### src/rtl/register_file_sb.sv
// rtl/register_file_sb.sv - multi-port register file with write-pending scoreboard
//
// Purpose: register file with two write ports (ALU and load writeback), optional
// same-cycle write-to-read bypass, optional hardwired zero register and
// per-register busy tracking so decode can spot RAW hazards locally.
//
// Ports:
//   clk, reset                  clock, synchronous active-low reset
//   rs1, rs2                    read addresses
//   readData1/2, busy1/2        combinational read data and pending-write flags
//   RegWrite0, rd0, WriteData0  write port 0 (ALU writeback)
//   RegWrite1, rd1, WriteData1  write port 1 (load writeback, wins on collision)
//   Issue, rdIssue              mark a destination register as pending
//   pendingCount                number of busy registers (registered)
module register_file_sb #(
  parameter int WIDTH      = 64,
  parameter int ADDR_WIDTH = 5,
  parameter int ZERO_REG   = 1,
  parameter int BYPASS     = 1
) (
  input  logic                  clk,
  input  logic                  reset,
  input  logic [ADDR_WIDTH-1:0] rs1,
  input  logic [ADDR_WIDTH-1:0] rs2,
  output logic [WIDTH-1:0]      readData1,
  output logic [WIDTH-1:0]      readData2,
  output logic                  busy1,
  output logic                  busy2,
  input  logic                  RegWrite0,
  input  logic [ADDR_WIDTH-1:0] rd0,
  input  logic [WIDTH-1:0]      WriteData0,
  input  logic                  RegWrite1,
  input  logic [ADDR_WIDTH-1:0] rd1,
  input  logic [WIDTH-1:0]      WriteData1,
  input  logic                  Issue,
  input  logic [ADDR_WIDTH-1:0] rdIssue,
  output logic [ADDR_WIDTH:0]   pendingCount
);

  localparam int DEPTH = 1 << ADDR_WIDTH;

  logic [WIDTH-1:0]    regs [DEPTH];
  logic [DEPTH-1:0]    busy;
  logic [DEPTH-1:0]    busy_next;
  logic [ADDR_WIDTH:0] pend;
  logic [ADDR_WIDTH:0] pend_next;

  // Effective enables: anything aimed at a hardwired zero register is dropped.
  logic we0, we1, iss;
  assign we0 = RegWrite0 && !((ZERO_REG != 0) && (rd0 == '0));
  assign we1 = RegWrite1 && !((ZERO_REG != 0) && (rd1 == '0));
  assign iss = Issue && !((ZERO_REG != 0) && (rdIssue == '0));

  // Writebacks clear, then issue sets, so a same-cycle issue keeps the
  // register busy for the newer producer.
  always_comb begin
    busy_next = busy;
    if (we0) busy_next[rd0] = 1'b0;
    if (we1) busy_next[rd1] = 1'b0;
    if (iss) busy_next[rdIssue] = 1'b1;
  end

  // Incremental count: each real 0->1 or 1->0 transition moves it by one.
  // Port 1 does not count again when it hits the same register as port 0.
  logic inc, dec0, dec1;
  always_comb begin
    inc  = iss && !busy[rdIssue];
    dec0 = we0 && busy[rd0] && !(iss && (rdIssue == rd0));
    dec1 = we1 && busy[rd1] && !(iss && (rdIssue == rd1)) && !(we0 && (rd0 == rd1));
    pend_next = pend + (ADDR_WIDTH+1)'(inc) - (ADDR_WIDTH+1)'(dec0)
                     - (ADDR_WIDTH+1)'(dec1);
  end

  always_ff @(posedge clk) begin
    if (!reset) begin
      for (int i = 0; i < DEPTH; i++) regs[i] <= '0;
      busy <= '0;
      pend <= '0;
    end else begin
      if (we0) regs[rd0] <= WriteData0;
      if (we1) regs[rd1] <= WriteData1;  // later assignment gives port 1 priority
      busy <= busy_next;
      pend <= pend_next;
    end
  end

  function automatic logic [WIDTH-1:0] read_data(input logic [ADDR_WIDTH-1:0] rs);
    if ((ZERO_REG != 0) && (rs == '0)) return '0;
    if ((BYPASS != 0) && we1 && (rd1 == rs)) return WriteData1;
    if ((BYPASS != 0) && we0 && (rd0 == rs)) return WriteData0;
    return regs[rs];
  endfunction

  // A bypassed register is reported not busy: its producer is completing now.
  function automatic logic read_busy(input logic [ADDR_WIDTH-1:0] rs);
    if ((ZERO_REG != 0) && (rs == '0)) return 1'b0;
    if ((BYPASS != 0) && ((we1 && (rd1 == rs)) || (we0 && (rd0 == rs)))) return 1'b0;
    return busy[rs];
  endfunction

  assign readData1    = read_data(rs1);
  assign readData2    = read_data(rs2);
  assign busy1        = read_busy(rs1);
  assign busy2        = read_busy(rs2);
  assign pendingCount = pend;

endmodule

### config.mk
export PLATFORM = sky130hd
export DESIGN_NAME = register_file_sb
export DESIGN_NICKNAME = d
export VERILOG_FILES = /design/src/rtl/register_file_sb.sv
export SDC_FILE = /design/constraint.sdc
export NUM_CORES = 2
export LEC_CHECK = 0
export CAP_MARGIN = 20
export CELL_PAD_IN_SITES_DETAIL_PLACEMENT = 1
export CELL_PAD_IN_SITES_GLOBAL_PLACEMENT = 1
export CORE_MARGIN = 3
export CORE_UTILIZATION = 28
export DETAILED_ROUTE_END_ITERATION = 7
export PLACE_DENSITY_LB_ADDON = 0.1
export SLEW_MARGIN = 10
export SYNTH_ARGS = -nofsm -noshare
export SYNTH_HDL_FRONTEND = slang
export SYNTH_SLANG_ARGS = --single-unit
### constraint.sdc
create_clock -name clk -period 14.9 [get_ports clk]
set_clock_uncertainty 0.1 [all_clocks]
set_input_delay 1.49 -clock clk [delete_from_list [all_inputs] [get_ports clk]]
set_output_delay 1.49 -clock clk [all_outputs]
set_load 0.01 [all_outputs]
==> impl_metrics.json <==
{
  "post-route-period-util_pct": 57.15,
  "min_period_ns": 8.516,
  "critPathTopFamily": "buffers and inverters",
  "grt_pass1_vias": 98964,
  "final.setup.tns_ns": 0,
  "ys_seq_elements": 2086,
  "area_growth_pct": 14.58,
  "p_clk_share_pct": 40.4,
  "maxCapViolCount": 0,
  "vdd_drop_max_mv": 0.08784,
  "status": "finished clean",
  "yosysWarnings": 0,
  "max-slew-margin-rel_pct": 10.40,
  "die_area_mm2": 0.4425,
  "synthTopCellsByArea": "edfxtp_1, mux4_2, a22o_1, clkbuf_1, mux2i_1",
  "nFillCells": 44602,
  "power.leakage_nw": 46.16,
  "cts_tree": "built",
  "clock_path_buffers": 4,
  "dr.pass1.iters": 7,
  "power.density_cell_area_mw_per_mm2": 115.6,
  "grtUsageTotal_pct": 33.96,
  "die_h_um": 665.2,
  "drc": 0,
  "clk_pin_slew_ns": 0.06,
  "finalWeightedCongestion": 0.8531,
  "power_switching_mw": 4.727,
  "min_path_type": "flip-flop to flip-flop",
  "timing.hold.ws_ns": 0.4488,
  "crit_fanout": 33,
  "ioPinCount": 294,
  "core_mm2": 0.4318,
  "cts_hold_buf": 0,
  "synthCells": 8587,
  "final-max-slew-violation-count": 0,
  "pwr-share-comb_pct": 16.0,
  "path_buf_inv": 7,
  "ys_seq_area_share_pct": 51.17,
  "synth_commonest_cells": "edfxtp_1, a22o_1, mux4_2",
  "synth_flop_cell": "edfxtp_1",
  "syn_area_mm2": 0.1217,
  "worst_path_most_repeated_cell": "buf_4",
  "crit_type": "input pin to primary output",
  "cts_resized": 0,
  "synth_edf_count": 2048,
  "synthArstFlopShare_pct": 0,
  "internal-power_mw": 11.38,
  "grt_pass1_wl_mm": 1006,
  "crit_slowest_cell": "o22ai_1",
  "routed_wirelength_mm": 777.9,
  "overflow": 0,
  "rows": 241,
  "sw_frac_of_total_pct": 29.34,
  "io_buffers": 293,
  "nets": 8518,
  "cp-end-kind": "primary output",
  "rsz0062_at_grt": "no",
  "clk_latency_ns": 0.93,
  "hpwlAfterDp_mm": 442.8,
  "max_slew.worst_pin.slew_ns": 1.344,
  "fin_util_pct": 32.29,
  "yosys.area.top_type": "edfxtp_1",
  "cts_setup_buffers": 0,
  "cp.arrival_ns": 6.93,
  "syn-mean-instance-area_um2": 14.17,
  "cp.required_ns": 13.31,
  "h-tree-depth": 5,
  "die_w_um": 665.2,
  "cts_root_buffer": "clkbuf_16",
  "drive_gt1_share_pct": 23.99,
  "clock-sinks": 2086,
  "p_seq_share_pct": 43.6,
  "yosysTopAreaCellShare_pct": 50.55,
  "crit_chain": "buf_8 > buf_4 > inv_2 > nand3_4 > buf_4 > o21ai_2 > buf_4 > or3_4 > buf_4 > o22ai_1 > clkdlybuf4s50_1",
  "avgViaCountPerCell": 7.061,
  "synth.distinct_cells": 85,
  "start_kind": "input pin",
  "initial_utilization_pct": 28.18,
  "setup-violations-final": 0,
  "max_freq_ghz": 0.1174,
  "hold_violations": 0,
  "grt_max_degree": 94,
  "drt_iter0_drc": 16910,
  "antenna_found_initial": 88,
  "wire_per_inst_um": 54.36,
  "vias": 101049,
  "yosysMostFrequentCell": "edfxtp_1",
  "cts_buffers": 274,
  "ant_nets": 0,
  "critical-path-max-stage-delay_ns": 0.86
}
-- flip-flops by register name, indices dropped and copies added (netlist names) --
name	flops
regs	2048
busy	32
pendingCount	6
-- cell type report --
class                   instances  area [µm²]  share of cell area [%]
inverters                      38       151.4                  0.1086
repair buffers                794        6979                   5.006
diodes                         43       107.6                 0.07718
multi-input cells            5158       54450                   39.06
clock inverters               127       852.1                  0.6112
well taps                    5710        7144                   5.125
clock buffers                 354        7465                   5.354
flip-flops and latches       2086       62260                   44.66
-- worst min-delay path, cell delays in order, from the launching register on --
cell     delay, ns
dfxtp_1       0.35
inv_1         0.07
o22ai_1       0.07
-- metal layers --
metal  global-route usage, %  routed length [µm]
met5                  0.1411                 299
met4                   18.38               46860
met3                   8.259               83260
met2                   50.88              340200
met1                   45.18              307300
-- power groups by stage --
stage,Sequential [mW],Combinational [mW],Clock (mW)
after CTS,7.02,2.52,6.57
after global placement,7.12,2.51,0
after floorplan,7.06,1.32,0
after global routing,7.06,2.60,6.78
final,7.03,2.57,6.51
after detailed placement,7.14,2.52,0
-- through the flow --
| step | instance area (µm²) | worst slack [ns] | instances | power, mW |
|---|---|---|---|---|
| after floorplan | 121900 | 7.360 | 8650 | 8.380 |
| after global placement | 130800 | 6.337 | 13777 | 9.628 |
| after detailed placement | 131000 | 6.339 | 13784 | 9.652 |
| after CTS | 139300 | 6.335 | 14265 | 16.11 |
| after global routing | 139300 | 6.144 | 14270 | 16.44 |
| final | 139400 | 6.384 | 14310 | 16.11 |
-- path summary, 6_finish.rpt --
| kind | startpoint | to | slack [ns] | cells after the start |
|---|---|---|---|---|
| max | rs2[0] | readData2[46] | 6.38 | 11 |
| min | busy[25]$_SDFF_PN0_ | busy[25]$_SDFF_PN0_ | 0.45 | 2 |
| min reg2reg | busy[25]$_SDFF_PN0_ | busy[25]$_SDFF_PN0_ | 0.45 | 2 |
| max reg2reg | busy[3]$_SDFF_PN0_ | pendingCount[5]$_SDFF_PN0_ | 11.01 | 13 |
-- cell families after synthesis --
kind of cell | share of synthesized area (%)
and+or+nand+nor | 3.995
other | 0.003082
xor gates and xnor gates | 0.2807
buffers and inverters | 5.073
DFF | 51.17
AOI/OAI and AO/OA | 19.41
muxes | 19.97
adders and majority gates | 0.09461
-- cell usage in the layout, fill, tap and decap left out, drive strengths merged, types with 43 or more instances in the layout --
cell           Yosys  routed
o22ai            113     113
nor2             205     205
a211oi            43      43
mux2              71      71
clkinv             1     111
a22oi            250     250
a22o            1993    1993
a21oi             99      99
nand3             54      54
a221oi            57      57
nand4             86      86
mux2i            289     289
o221ai            62      62
nor3             106     106
nor2b             50      50
mux4             915     915
edfxtp          2048    2048
buf              533     523
conb               1      64
inv               37      43
o21ai            108     108
nand2            219     219
diode              0      43
clkbuf           835     355
clkdlybuf4s50      0     270
Note: power is estimated with default switching activity, not from simulation.
